==> config.mk <==
export PLATFORM = sky130hd
export DESIGN_NAME = pong_score_ctrl_flat
export DESIGN_NICKNAME = d
export VERILOG_FILES = /design/src/rtl/pong_score_ctrl_if.sv /design/src/rtl/pong_score_ctrl.sv /design/src/flat_wrapper.sv
export SDC_FILE = /design/constraint.sdc
export NUM_CORES = 1
export LEC_CHECK = 0
export BUFFER_PORTS_ARGS = -buffer_cell sky130_fd_sc_hd__buf_2
export CAP_MARGIN = 20
export CORE_ASPECT_RATIO = 0.75
export CORE_MARGIN = 1
export CORE_UTILIZATION = 61
export CTS_CLUSTER_DIAMETER = 40
export DETAILED_ROUTE_END_ITERATION = 10
export PLACE_DENSITY = 0.8
export REMOVE_ABC_BUFFERS = 1
export SLEW_MARGIN = 20
export SYNTH_ARGS = -nofsm -noshare
export SYNTH_HDL_FRONTEND = slang
export SYNTH_SLANG_ARGS = --single-unit
==> constraint.sdc <==
create_clock -name clk -period 3.5 [get_ports clk]
set_clock_uncertainty 0.05 [all_clocks]
set_input_delay 0.35 -clock clk [delete_from_list [all_inputs] [get_ports clk]]
set_output_delay 0.35 -clock clk [all_outputs]
set_load 0.02 [all_outputs]
==> src/rtl/pong_score_ctrl_if.sv <==
// Bundles the ball-block and board-display signals of the pong score controller.
// With SCORE_SEG_EN defined, the interface also carries the 7-segment score digits.
interface pong_score_ctrl_if;
  logic       start;
  logic       p1_win;
  logic       p2_win;
  logic       ball_en;
  logic       ball_serve;
  logic       serve_dir;
  logic [3:0] p1_score;
  logic [3:0] p2_score;
  logic       game_over;
  logic [1:0] winner;
`ifdef SCORE_SEG_EN
  logic [6:0] seg_p1;
  logic [6:0] seg_p2;
`endif

  modport master (
`ifdef SCORE_SEG_EN
    input  seg_p1, seg_p2,
`endif
    output start, p1_win, p2_win,
    input  ball_en, ball_serve, serve_dir, p1_score, p2_score, game_over, winner
  );

  modport slave (
`ifdef SCORE_SEG_EN
    output seg_p1, seg_p2,
`endif
    input  start, p1_win, p2_win,
    output ball_en, ball_serve, serve_dir, p1_score, p2_score, game_over, winner
  );
endinterface

==> src/rtl/pong_score_ctrl.sv <==
// Pong game-state/scoring FSM: gates the ball, times serves, keeps scores, flags the winner.
// Optional macro SCORE_SEG_EN adds registered active-low 7-segment score decoders.
module pong_score_ctrl #(
  parameter logic [3:0]  WIN_SCORE   = 4'd5,
  parameter logic [25:0] SERVE_DELAY = 26'd50_000_000
) (
  input logic             clk,
  input logic             d_rst,
  pong_score_ctrl_if.slave bus
);

  localparam logic [25:0] SERVE_LAST = SERVE_DELAY - 26'd1;

  typedef enum logic [1:0] {IDLE, SERVE, PLAY, OVER} state_t;

  state_t      state, state_nx;
  logic        start_q, p1_q, p2_q;
  logic        start_ev, p1_ev, p2_ev;
  logic [25:0] cnt, cnt_nx;
  logic [3:0]  p1_r, p2_r, p1_nx, p2_nx, p1_inc, p2_inc;
  logic        dir_r, dir_nx;
  logic [1:0]  win_r, win_nx;
  logic        en_r, serve_r, over_r;
  logic        en_nx, serve_nx, over_nx;

  assign start_ev = bus.start  & ~start_q;
  assign p1_ev    = bus.p1_win & ~p1_q;
  assign p2_ev    = bus.p2_win & ~p2_q;
  assign p1_inc   = p1_r + 4'd1;
  assign p2_inc   = p2_r + 4'd1;

  // Edge registers always track their inputs so levels held across ignored states never fire late.
  always_ff @(posedge clk or posedge d_rst) begin
    if (d_rst) begin
      start_q <= 1'b0;
      p1_q    <= 1'b0;
      p2_q    <= 1'b0;
    end else begin
      start_q <= bus.start;
      p1_q    <= bus.p1_win;
      p2_q    <= bus.p2_win;
    end
  end

  always_ff @(posedge clk or posedge d_rst) begin
    if (d_rst) begin
      state   <= IDLE;
      cnt     <= 26'd0;
      p1_r    <= 4'd0;
      p2_r    <= 4'd0;
      dir_r   <= 1'b0;
      win_r   <= 2'b00;
      en_r    <= 1'b0;
      serve_r <= 1'b0;
      over_r  <= 1'b0;
    end else begin
      state   <= state_nx;
      cnt     <= cnt_nx;
      p1_r    <= p1_nx;
      p2_r    <= p2_nx;
      dir_r   <= dir_nx;
      win_r   <= win_nx;
      en_r    <= en_nx;
      serve_r <= serve_nx;
      over_r  <= over_nx;
    end
  end

  always_comb begin
    state_nx = state;
    p1_nx    = p1_r;
    p2_nx    = p2_r;
    dir_nx   = dir_r;
    win_nx   = win_r;
    case (state)
      IDLE: begin
        if (start_ev) begin
          state_nx = SERVE;
          p1_nx    = 4'd0;
          p2_nx    = 4'd0;
          dir_nx   = 1'b0;
        end
      end
      SERVE: begin
        if (cnt == SERVE_LAST) state_nx = PLAY;
      end
      PLAY: begin
        // p1 has priority on a simultaneous point; the p2 event is dropped.
        if (p1_ev) begin
          p1_nx = p1_inc;
          if (p1_inc == WIN_SCORE) begin
            state_nx = OVER;
            win_nx   = 2'b01;
          end else begin
            state_nx = SERVE;
            dir_nx   = 1'b0;
          end
        end else if (p2_ev) begin
          p2_nx = p2_inc;
          if (p2_inc == WIN_SCORE) begin
            state_nx = OVER;
            win_nx   = 2'b10;
          end else begin
            state_nx = SERVE;
            dir_nx   = 1'b1;
          end
        end
      end
      OVER: begin
        if (start_ev) begin
          state_nx = SERVE;
          p1_nx    = 4'd0;
          p2_nx    = 4'd0;
          win_nx   = 2'b00;
          dir_nx   = 1'b0;
        end
      end
    endcase
  end

  // Outputs are registered from next-state values so they line up with the state they describe.
  always_comb begin
    cnt_nx = cnt;
    if (state_nx == SERVE) cnt_nx = (state == SERVE) ? cnt + 26'd1 : 26'd0;
    serve_nx = (state_nx == SERVE) && (cnt_nx == SERVE_LAST);
    en_nx    = (state_nx == PLAY);
    over_nx  = (state_nx == OVER);
  end

  assign bus.ball_en    = en_r;
  assign bus.ball_serve = serve_r;
  assign bus.serve_dir  = dir_r;
  assign bus.p1_score   = p1_r;
  assign bus.p2_score   = p2_r;
  assign bus.game_over  = over_r;
  assign bus.winner     = win_r;

`ifdef SCORE_SEG_EN
  function automatic logic [6:0] seg7(input logic [3:0] d);
    case (d)
      4'd0:    seg7 = 7'b1000000;
      4'd1:    seg7 = 7'b1111001;
      4'd2:    seg7 = 7'b0100100;
      4'd3:    seg7 = 7'b0110000;
      4'd4:    seg7 = 7'b0011001;
      4'd5:    seg7 = 7'b0010010;
      4'd6:    seg7 = 7'b0000010;
      4'd7:    seg7 = 7'b1111000;
      4'd8:    seg7 = 7'b0000000;
      4'd9:    seg7 = 7'b0010000;
      default: seg7 = 7'b1111111;
    endcase
  endfunction

  logic [6:0] seg_p1_r, seg_p2_r;

  always_ff @(posedge clk or posedge d_rst) begin
    if (d_rst) begin
      seg_p1_r <= 7'b1000000;
      seg_p2_r <= 7'b1000000;
    end else begin
      seg_p1_r <= seg7(p1_r);
      seg_p2_r <= seg7(p2_r);
    end
  end

  assign bus.seg_p1 = seg_p1_r;
  assign bus.seg_p2 = seg_p2_r;
`endif

endmodule

==> src/flat_wrapper.sv <==
// flat-port wrapper written by rule: the top's interface ports become plain ports
module pong_score_ctrl_flat 
#(
  parameter logic [3:0]  WIN_SCORE   = 4'd5,
  parameter logic [25:0] SERVE_DELAY = 26'd50_000_000
)
  (clk, d_rst, bus_start, bus_p1_win, bus_p2_win, bus_ball_en, bus_ball_serve, bus_serve_dir, bus_p1_score, bus_p2_score, bus_game_over, bus_winner);
  pong_score_ctrl_if bus_i ();
  input logic clk;
  input logic d_rst;
  input wire logic [$bits(bus_i.start)-1:0] bus_start;
  input wire logic [$bits(bus_i.p1_win)-1:0] bus_p1_win;
  input wire logic [$bits(bus_i.p2_win)-1:0] bus_p2_win;
  output wire logic [$bits(bus_i.ball_en)-1:0] bus_ball_en;
  output wire logic [$bits(bus_i.ball_serve)-1:0] bus_ball_serve;
  output wire logic [$bits(bus_i.serve_dir)-1:0] bus_serve_dir;
  output wire logic [$bits(bus_i.p1_score)-1:0] bus_p1_score;
  output wire logic [$bits(bus_i.p2_score)-1:0] bus_p2_score;
  output wire logic [$bits(bus_i.game_over)-1:0] bus_game_over;
  output wire logic [$bits(bus_i.winner)-1:0] bus_winner;
  assign bus_i.start = bus_start;
  assign bus_i.p1_win = bus_p1_win;
  assign bus_i.p2_win = bus_p2_win;
  assign bus_ball_en = bus_i.ball_en;
  assign bus_ball_serve = bus_i.ball_serve;
  assign bus_serve_dir = bus_i.serve_dir;
  assign bus_p1_score = bus_i.p1_score;
  assign bus_p2_score = bus_i.p2_score;
  assign bus_game_over = bus_i.game_over;
  assign bus_winner = bus_i.winner;
  pong_score_ctrl #(.WIN_SCORE(WIN_SCORE), .SERVE_DELAY(SERVE_DELAY)) u_core (.clk(clk), .d_rst(d_rst), .bus(bus_i));
endmodule
* After elaboration in Yosys (flattened, before gate mapping)
Cells that the tools add are included.
** Word-level totals
- Bits of input ports :: 5
- Register bits after elaboration :: 45
- Logic and storage cells :: 77
- Output and inout bits :: 14
** Cells by class
- $add $sub $neg :: 3
- Bitwise gates (word level) :: 6
- Muxes and demuxes :: 27
- Reduce and logical (&&, ||, !) cells :: 9
- Eq/ne operators :: 20
** Operator list (count)
- $eq 26x26->1 const B :: 2
- $mux 26 :: 2
- $add 26x1->26 const B :: 1
- $mux 2 :: 11
- $mux 4 :: 4
- $pmux 4 s2 :: 2
- $reduce_and 5->1 :: 2
- $add 4x1->4 const B :: 2
- $eq 2x2->1 const B :: 4
- $eq 4x3->1 const B :: 2
- $ne 2x1->1 const B :: 4
- $ne 3x1->1 const B :: 2
- $ne 3x3->1 const B :: 2
- $pmux 2 s3 :: 1
- $mux 1 :: 5
- $eq 2x1->1 const B :: 2
- $pmux 2 s2 :: 1
- $reduce_and 4->1 :: 1
- $reduce_bool 2->1 :: 2
- $and 1x1->1 :: 3
- $ne 3x2->1 const B :: 1
- $not 1->1 :: 3
- $reduce_and 3->1 :: 1
- $logic_not 2->1 :: 1
- 4 further kinds :: 4

* Logic depth before layout (Yosys ltp)
Gate-level depths: netlist of run 1.
- Depth after elaboration :: 10
- Mapped depth :: 13

* Least setup slack after synthesis of run 1
Ideal clock, no wire load.
- Path kind :: register to register
- Start point :: reg u_core.state[0]
- End point :: reg u_core.serve_r (netlist: u_core.bus.ball_serve)
- Required time :: 3339 ps
- Path buffers :: 0
- Slack :: 918 ps
- Period minus slack after synthesis :: 2582 ps
- Library setup time :: 111 ps
- Cell stages (with the launch flop) :: 12
- Arrival :: 2421 ps
- Path through :: dfrtp_1 inv_1 ha_1 and2_1 o21ai_0 nand3_1 nor2b_1 inv_2 nor3_1 xnor2_1 nand4b_1 a2111oi_2
** On the way
- Word-level cells in the longest chain between the ends :: 7
** Ends and longest elaborated chain
- from (decl) :: RTL line pong_score_ctrl.sv:16 : state_t state, state_nx;
- from (signal assigned) :: RTL line pong_score_ctrl.sv:57 : state <= state_nx;
- $eq 2x2->1 or $logic_not 2->1 (tied branches) :: RTL line pong_score_ctrl.sv:75 : case (state)
- $reduce_or 2->1 (no line)
- $pmux 2 s3 * :: RTL line pong_score_ctrl.sv:75
- via u_core.state_nx[1] :: RTL line pong_score_ctrl.sv:16
- $eq 2x1->1 * :: RTL line pong_score_ctrl.sv:124, pong_score_ctrl.sv:125
- $mux 26 :: RTL line pong_score_ctrl.sv:124 : if (state_nx == SERVE) cnt_nx = (state == SERVE) ? cnt + 26'd1 : 26'd0;
- $eq 26x26->1 :: RTL line pong_score_ctrl.sv:125 : serve_nx = (state_nx == SERVE) && (cnt_nx == SERVE_LAST);
- $logic_and 1x1->1 * :: RTL line pong_score_ctrl.sv:125
- via u_core.serve_nx :: RTL line pong_score_ctrl.sv:24 : logic en_nx, serve_nx, over_nx;
- to (signal assigned) :: RTL line pong_score_ctrl.sv:64 : serve_r <= serve_nx;
- to (decl) :: RTL line pong_score_ctrl.sv:23 : logic en_r, serve_r, over_r;
The timed path passes the listed nets; every way through them passes the cells marked *.
A chain may end at the register's enable or synchronous reset.

* Worst setup path in the final report of run 1
- Start point :: reg u_core.state[0]
- End point :: reg u_core.serve_r (netlist: u_core.bus.ball_serve)
** On the way
- Word-level cells in the longest chain between the ends :: 7
** Ends and longest elaborated chain (RTL line)
- $eq 2x2->1, or another cell as far along :: pong_score_ctrl.sv:75
- $reduce_or 2->1 (no line) or $mux 2 (tied branches)
- $pmux 2 s3 :: pong_score_ctrl.sv:75
- $eq 2x1->1 :: pong_score_ctrl.sv:124, pong_score_ctrl.sv:125
- $mux 26 :: pong_score_ctrl.sv:124
- $eq 26x26->1 :: pong_score_ctrl.sv:125
- $logic_and 1x1->1 * :: pong_score_ctrl.sv:125
- via u_core.serve_nx :: pong_score_ctrl.sv:24
Marks and branches as above.

==> summary.md, run 1 <==
| Metric | Value |
|---|---|
| Peak VDD IR | 0.445 mV |
| P per Cell Area | 520 nW/um2 |
| Number of global-route vias before repair | 2447 |
| Worst hold endpoint | u_core.start_q$_DFF_PP0_ |
| Register area share after synthesis | 37.3% |
| Number of port buffers | 18 |
| Critical-path maximum fanout | 19 |
| P_leak | 0.00131 uW |
| Critical path required time | 3.66 ns |
| Cell chain of the critical path | inv_1 -> ha_1 -> and2_1 -> o21ai_0 -> o2111ai_2 -> buf_4 -> nor4_1 -> o21ai_0 -> a2111oi_2 |
| Yosys cell types | 70 |
| Max transition margin | 39.2% |
| FFs w/ async S/R, synth | 100% |
| Buf/Inv on CP | 2 |
| Max_cap viols | 0 |
| Post-CTS sizing | 0 |
| DP Wirelength | 5210 um |
| Hold Crit Depth | 1 |
| Final hold violations | 0 |
| Clock Sinks | 45 |
| Core ar. | 4600 um2 |
| Via density | 6.54 |
| Met1 wire length | 3610 um |
| Nets@finish | 379 |
| Outcome | complete, no violations |
| DR top layer | met4 |
| All-Layer GR Usage | 30.1% |
| Arr. time, crit path | 3.24 ns |
| Minimum clock period | 3.08 ns |
| Placed inst area | 3110 um2 |
| Top FF cell, synth | dfrtp_1 |
| First-pass GRT wire length | 12400 um |
| Worst slew pin tran | 0.911 ns |
| Grt total ovfl | 0 |
| Pre-CTS setup slack | 0.487 ns |
| Chip Width | 83.2 um |
| Synth warn | 0 |
| Synth-to-Final Area Change | 5.97% |
| Min-Delay Path Class | input port to flop |
| Post-synthesis register bit count | 45 |
| Worst skew pair latency | 0.32 ns |
| H-tree depth | 2 |
| Clock transition at path regs | 0.08 ns |
| Vias | 2773 |
| WL/cell | 17.0 um |
| TritonCTS clock tree | yes |
| R2R depth | 9 |
| Initial core utilization | 65.6% |
| Worst Hold Launch | bus_start |
| TritonRoute pass-1 iters | 5 |
| RSZ-0062 raised after global routing | false |
| Max Clock Freq | 0.324 GHz |
| CP Capture Type | flop |
| Final period util | 88.1% |
| Antenna violations before repair | 0 |
| Final core occ | 69.5% |
| ANT cells | 0 |
| Post-DRT Antenna Nets | 0 |
| Post-CTS Hold Fix Bufs | 0 |
| Die ar. | 5230 um2 |
| Most frequent CP cell | o21ai_0 |
| DRC violations left | 0 |
| Clock Path Buffers | 2 |
| Most frequent cells in the layout | nand2_1 (45), dfrtp_1 (45), o21ai_0 (36) |
| Iteration-0 DRC Markers | 293 |
| Die height | 62.9 um |
| CTS Root Cell | clkbuf_8 |
| WL final | 7230 um |
| Row count | 21 |
| Post-synth EDFFs | 0 |
| Final instance area | 3200 um2 |
| Reg-to-reg slack, setup | 0.42 ns |
| DR WL met2 | 2750 um |
| Num CTS Buffers | 5 |
| Mapped Cells | 354 |
| Setup TNS | 0 ns |
| Avg Inst Size Synth | 8.52 um2 |
| Fraction of layout cells with a size suffix above 1 | 14.4% |
| Cell family with most CP delay | compound AO/OA/AOI/OAI gates |
| Final setup violation count | 0 |
| Number of I/O pins | 19 |
| Synthesized cell area | 3020 um2 |
| Critical Path Start Type | flop |
| Gpl congestion | 1.08 |
| Postcts setup bufs | 0 |
| CP max stage delay | 0.45 ns |
| Critical path's slowest cell | dfrtp_1 |
| Reg2reg start | u_core.state[0]$_DFF_PP0_ |
| Final count of pins violating max slew | 0 |
| WS Path Type | flop to flop |
| Setup slack after layout | 0.416 ns |
| Worst reg2reg path endpoint | u_core.bus.ball_serve$_DFF_PP0_ |
| WL met3 | 722 um |
| Largest net degree at the start of global routing | 46 |
synth_stat cells (2+ instances only):
| cell type | number | area [um2] |
|---|---|---|
| a31oi_1 | 10 | 62.6 |
| nand2_2 | 2 | 12.5 |
| nand4_1 | 7 | 43.8 |
| and4_1 | 4 | 35.0 |
| nor3_1 | 10 | 50.1 |
| buf_2 | 6 | 30.0 |
| and2_1 | 5 | 31.3 |
| xnor2_1 | 2 | 17.5 |
| clkbuf_1 | 5 | 18.8 |
| or3_1 | 6 | 37.5 |
| o21a_1 | 5 | 37.5 |
| nor2b_1 | 6 | 37.5 |
| o31ai_1 | 10 | 75.1 |
| nor4_1 | 5 | 31.3 |
| and3_1 | 2 | 12.5 |
| inv_1 | 14 | 52.6 |
| buf_4 | 4 | 30.0 |
| o21ai_0 | 36 | 180 |
| or4_1 | 2 | 15.0 |
| nand3_1 | 14 | 70.1 |
| inv_2 | 2 | 7.51 |
| o211ai_1 | 2 | 15.0 |
| nand4bb_1 | 2 | 22.5 |
| nand4b_1 | 2 | 17.5 |
| o41ai_1 | 2 | 17.5 |
| a21boi_0 | 2 | 15.0 |
| a21oi_1 | 11 | 55.1 |
| a21o_1 | 5 | 37.5 |
| nand2_1 | 45 | 169 |
| ha_1 | 8 | 100 |
| nand2b_1 | 10 | 62.6 |
| o2111ai_1 | 2 | 17.5 |
| mux2_2 | 2 | 22.5 |
| nor2_1 | 24 | 90.1 |
| dfrtp_1 | 45 | 1130 |
sequential cells by signal, indices dropped and copies added, names as in the netlist:
register / count
u_core.cnt: 26
u_core.bus.p1_score: 4
u_core.bus.p2_score: 4
u_core.bus.winner: 2
u_core.state: 2
u_core.bus.ball_en: 1
u_core.bus.ball_serve: 1
u_core.bus.game_over: 1
u_core.bus.serve_dir: 1
u_core.p1_q: 1
u_core.p2_q: 1
u_core.start_q: 1
report_power, final:
group	internal, uW	switching [uW]	total [uW]
Combinational	227	428	655
Sequential	588	94.1	682
Clock	141	184	325
Total	957	706	1660
layout make-up:
class                           count  area [um2]
Timing Repair Buffer               22         120
Clock buffer                        7        76.3
Sequential cell                    45        1130
Fill cell                         342        1400
Tap cell                           57        71.3
Multi-Input combinational cell    276        1740
Inverter                           16        60.1
Clock inverter                      1        7.51
worst reg2reg max path: stages, from the launching register on:
cell and delay, ns:
dfrtp_1 0.45, inv_1 0.12, ha_1 0.42, and2_1 0.22, o21ai_0 0.29, o2111ai_2 0.33, buf_4 0.30, nor4_1 0.25
o21ai_0 0.18, a2111oi_2 0.37
cell families (layout without fill, tap and decap cells):
logic type	after synthesis	in the layout	synth area share, %
AO/OA/AOI/OAI	99	99	21.4
XOR/XNOR	3	3	0.871
adder cells (fa/ha/maj)	8	8	3.32
buffers and inverters	33	46	5.14
flip-flops	45	45	37.3
multiplexers	3	3	1.08
AND/OR/NAND/NOR	163	163	30.9
stage by stage:
stage	std cells	hold slack, ns	power [uW]
after floorplan	337	0.331	1120
after CTS	424	0.101	1650
final	424	0.104	1660
after global routing	424	0.103	1780
after detailed placement	416	0.431	1330
after global placement	416	0.421	1310
worst max-delay path by stage:
| stage | start | endpoint | slack [ns] | cells after the start |
|---|---|---|---|---|
| 2_1_floorplan | u_core.state[1]$_DFF_PP0_ | u_core.bus.ball_serve$_DFF_PP0_ | 0.42 | 10 |
| 3_3_place_gp | u_core.state[0]$_DFF_PP0_ | u_core.bus.ball_serve$_DFF_PP0_ | 0.58 | 11 |
| 3_5_place_dp | u_core.state[0]$_DFF_PP0_ | u_core.bus.ball_serve$_DFF_PP0_ | 0.49 | 9 |
| 4_1_cts | u_core.state[0]$_DFF_PP0_ | u_core.bus.ball_serve$_DFF_PP0_ | 0.45 | 9 |
| 5_1_grt | u_core.state[0]$_DFF_PP0_ | u_core.bus.ball_serve$_DFF_PP0_ | 0.18 | 9 |
| 6_report | u_core.state[0]$_DFF_PP0_ | u_core.bus.ball_serve$_DFF_PP0_ | 0.42 | 9 |
routing by layer:
| layer | global-route usage (%) | vias up |
|---|---|---|
| met5 | 0 | - |
| met4 | 10.3 | 0 |
| met3 | 7.27 | 19 |
| met2 | 38.9 | 159 |
| met1 | 47.8 | 1281 |
| li1 | - | 1314 |
(Power assumes the default switching activity.)
==> inputs of run 2 (changes only) <==
CORE_UTILIZATION = 25   (was 61)
PLACE_DENSITY = unset   (was 0.8)
==> run 2 against run 1 <==
Final area rose by 6.0%. Register-to-register slack got worse by 0.13 ns. Die area grew 140%. Sequential share of layout area fell by 2.0 points. Sequential power hardly changed. Via count decreased by 2.0%. Global-route usage fell by 17 points. Hold slack better by 0.029 ns. Clock power rose by 43%. Combinational power rose by 2%. Critical path depth up 1. Non-clock buffer count unchanged. Critical endpoint unchanged. Largest cell class unchanged. Largest power group unchanged.
==> summary.md, run 2 (same netlist as run 1, synthesis figures left out) <==
| Metric | Value |
|---|---|
| Fill cells | 1249 (+270%) |
| Post-CTS sizing | 0 (unchanged) |
| Net Switching | 714 uW (+1.1%) |
| Most frequent cells in the layout | nand2_1 (45), dfrtp_1 (45), o21ai_0 (36) |
| Minimum clock period | 3.22 ns (+0.133 ns) |
| Area of the multi-input gates | 1740 um2 (unchanged) |
| Most frequent CP cell | o21ai_0 |
| Cell chain of the critical path | inv_1 -> ha_1 -> and2_1 -> o21ai_0 -> o2111ai_2 -> buf_4 -> or3_1 -> a21oi_1 -> o21ai_0 -> a2111oi_2 |
| WS Path Type | flop to flop |
| Setup TNS | 0 ns (unchanged) |
| First-pass GRT wire length | 12600 um (+1.8%) |
| P per Cell Area | 536 nW/um2 (+3.1%) |
| Worst slew pin tran | 0.797 ns (-0.114 ns) |
| Min-Delay Path Class | input port to asynchronous set/reset pin |
| Final setup violation count | 0 (unchanged) |
| Outcome | complete, no violations |
| Top reg by flops | u_core.cnt |
| Number of global-route vias before repair | 2436 (-0.45%) |
| DP Wirelength | 5640 um (+8.2%) |
| WL/cell | 14.3 um (-16%) |
| All-Layer GR Usage | 12.9% (-17 points) |
| Row count | 34 (+62%) |
| Die height | 97.1 um (+54%) |
| Synth-to-Final Area Change | 12.3% |
| Critical path required time | 3.62 ns (-0.04 ns) |
| Post-DRT Antenna Nets | 0 (unchanged) |
| Reg2reg start | u_core.state[0]$_DFF_PP0_ |
| Clk network pwr share | 25.6% (+6.0 points) |
| Max reg flops | 26 (unchanged) |
| Antenna violations before repair | 0 (unchanged) |
| Postcts setup bufs | 0 (unchanged) |
| RSZ-0062 raised after global routing | false |
| Gpl congestion | 0.901 (-16%) |
| Critical-path maximum fanout | 9 (-10) |
| Iteration-0 DRC Markers | 300 (+2.4%) |
| Reg-to-reg slack, setup | 0.28 ns (-0.13 ns) |
| WL final | 7550 um (+4.5%) |
| CP Capture Type | flop |
| Number of port buffers | 18 (unchanged) |
| Critical Path Start Type | flop |
| TritonRoute pass-1 iters | 6 (+1) |
| Final hold violations | 0 (unchanged) |
| Num CTS Buffers | 5 (unchanged) |
| Arr. time, crit path | 3.34 ns (+0.10 ns) |
| TritonCTS clock tree | yes |
| Hold Slack | 0.132 ns (+0.0286 ns) |
| Grt total ovfl | 0 (unchanged) |
| CTS Root Cell | clkbuf_16 |
| P_leak | 0.00134 uW (+2.3%) |
| Clock Path Buffers | 2 (unchanged) |
| DRC violations left | 0 (unchanged) |
| Post-CTS Hold Fix Bufs | 0 (unchanged) |
| Worst reg2reg path endpoint | u_core.bus.ball_serve$_DFF_PP0_ |
| Final period util | 91.9% (+3.8 points) |
| Max transition margin | 46.9% (+7.7 points) |
| Buf/Inv on CP | 2 (unchanged) |
| Initial core utilization | 25.9% (-40 points) |
| Die ar. | 12500 um2 (+140%) |
| Nets@finish | 379 (unchanged) |
| Cell family with most CP delay | compound AO/OA/AOI/OAI gates |
| Fraction of layout cells with a size suffix above 1 | 14.5% (+0.039 points) |
| H-tree depth | 2 (unchanged) |
| Sw frac | 39.3% (-3.2 points) |
| Clock transition at path regs | 0.06 ns (-0.02 ns) |
| ANT cells | 0 (unchanged) |
| Number of I/O pins | 19 (unchanged) |
| Flop pwr share | 37.6% (-3.4 points) |
| Critical path's slowest cell | dfrtp_1 |
| Combinational share of power | 36.8% (-2.6 points) |
| Core ar. | 11700 um2 (+150%) |
| CP endpoint | u_core.bus.ball_serve$_DFF_PP0_ |
| Chip Width | 129 um (+55%) |
| R2R depth | 10 (+1) |
| Peak VDD IR | 0.256 mV (-43%) |
| Max Clock Freq | 0.311 GHz (-4.1%) |
| CP Depth | 10 (+1) |
| Largest net degree at the start of global routing | 46 (unchanged) |
| Via density | 5.15 (-21%) |
| Worst setup path start | u_core.state[0]$_DFF_PP0_ |
| Max_cap viols | 0 (unchanged) |
| Vias | 2718 (-2.0%) |
| Worst skew pair latency | 0.29 ns (-0.03 ns) |
| Sequential Area | 1130 um2 (unchanged) |
| CP max stage delay | 0.44 ns (about the same) |
| Pint | 1100 uW (+15%) |
| Final count of pins violating max slew | 0 (unchanged) |
| Clock Sinks | 45 (unchanged) |
==> run 2: worst min path at each step <==
stage	endpoint	start	depth (start not counted)	slack [ns]
finish	u_core.cnt[17]$_DFF_PP0_	d_rst	2	0.13
global placement	u_core.start_q$_DFF_PP0_	bus_start	1	0.43
global route	u_core.start_q$_DFF_PP0_	bus_start	1	0.14
CTS	u_core.start_q$_DFF_PP0_	bus_start	1	0.14
floorplan	u_core.p1_q$_DFF_PP0_	bus_p1_win	0	0.33
detailed placement	u_core.start_q$_DFF_PP0_	bus_start	1	0.44
==> run 2: worst register-to-register path: stages, from the launching register on <==
cell and delay (ns):
dfrtp_1 0.44, inv_1 0.12, ha_1 0.41, and2_1 0.21, o21ai_0 0.32, o2111ai_2 0.35, buf_4 0.27, or3_1 0.32
a21oi_1 0.14, o21ai_0 0.10, a2111oi_2 0.37
==> run 2: power groups by stage <==
stage	registers (uW)	clock network, uW	logic [uW]
after global routing	699	505	743
after CTS	680	479	665
after global placement	687	0	657
after detailed placement	690	0	661
final	682	466	668
after floorplan	716	0	404
==> run 2: cell type report <==
cell class | count | share of cell area, %
Clock buffer | 7 | 4.21
Multi-Input combinational cell | 276 | 51.2
Timing Repair Buffer | 22 | 3.55
Tap cell | 162 | 5.98
Inverter | 16 | 1.81
Sequential cell | 45 | 33.2
==> run 2: layer usage <==
metal  share of wire [%]  track usage (%)
met4                 1.4             4.07
met3                 6.7             2.86
met2                  41             17.4
met1                  51             20.0
met5                   0                0
==> run 2: metrics by stage <==
step | instances | power, uW | cell area, um2 | worst slack (ns) | util, %
after CTS | 528 | 1820 | 3390 | 0.345 | 29.1
after floorplan | 337 | 1120 | 2920 | 0.419 | -
after global placement | 521 | 1340 | 3240 | 0.498 | 27.8
after global routing | 528 | 1950 | 3390 | 0.163 | 29.1
final | 528 | 1820 | 3390 | 0.283 | 29.1
after detailed placement | 521 | 1350 | 3240 | 0.387 | 27.8
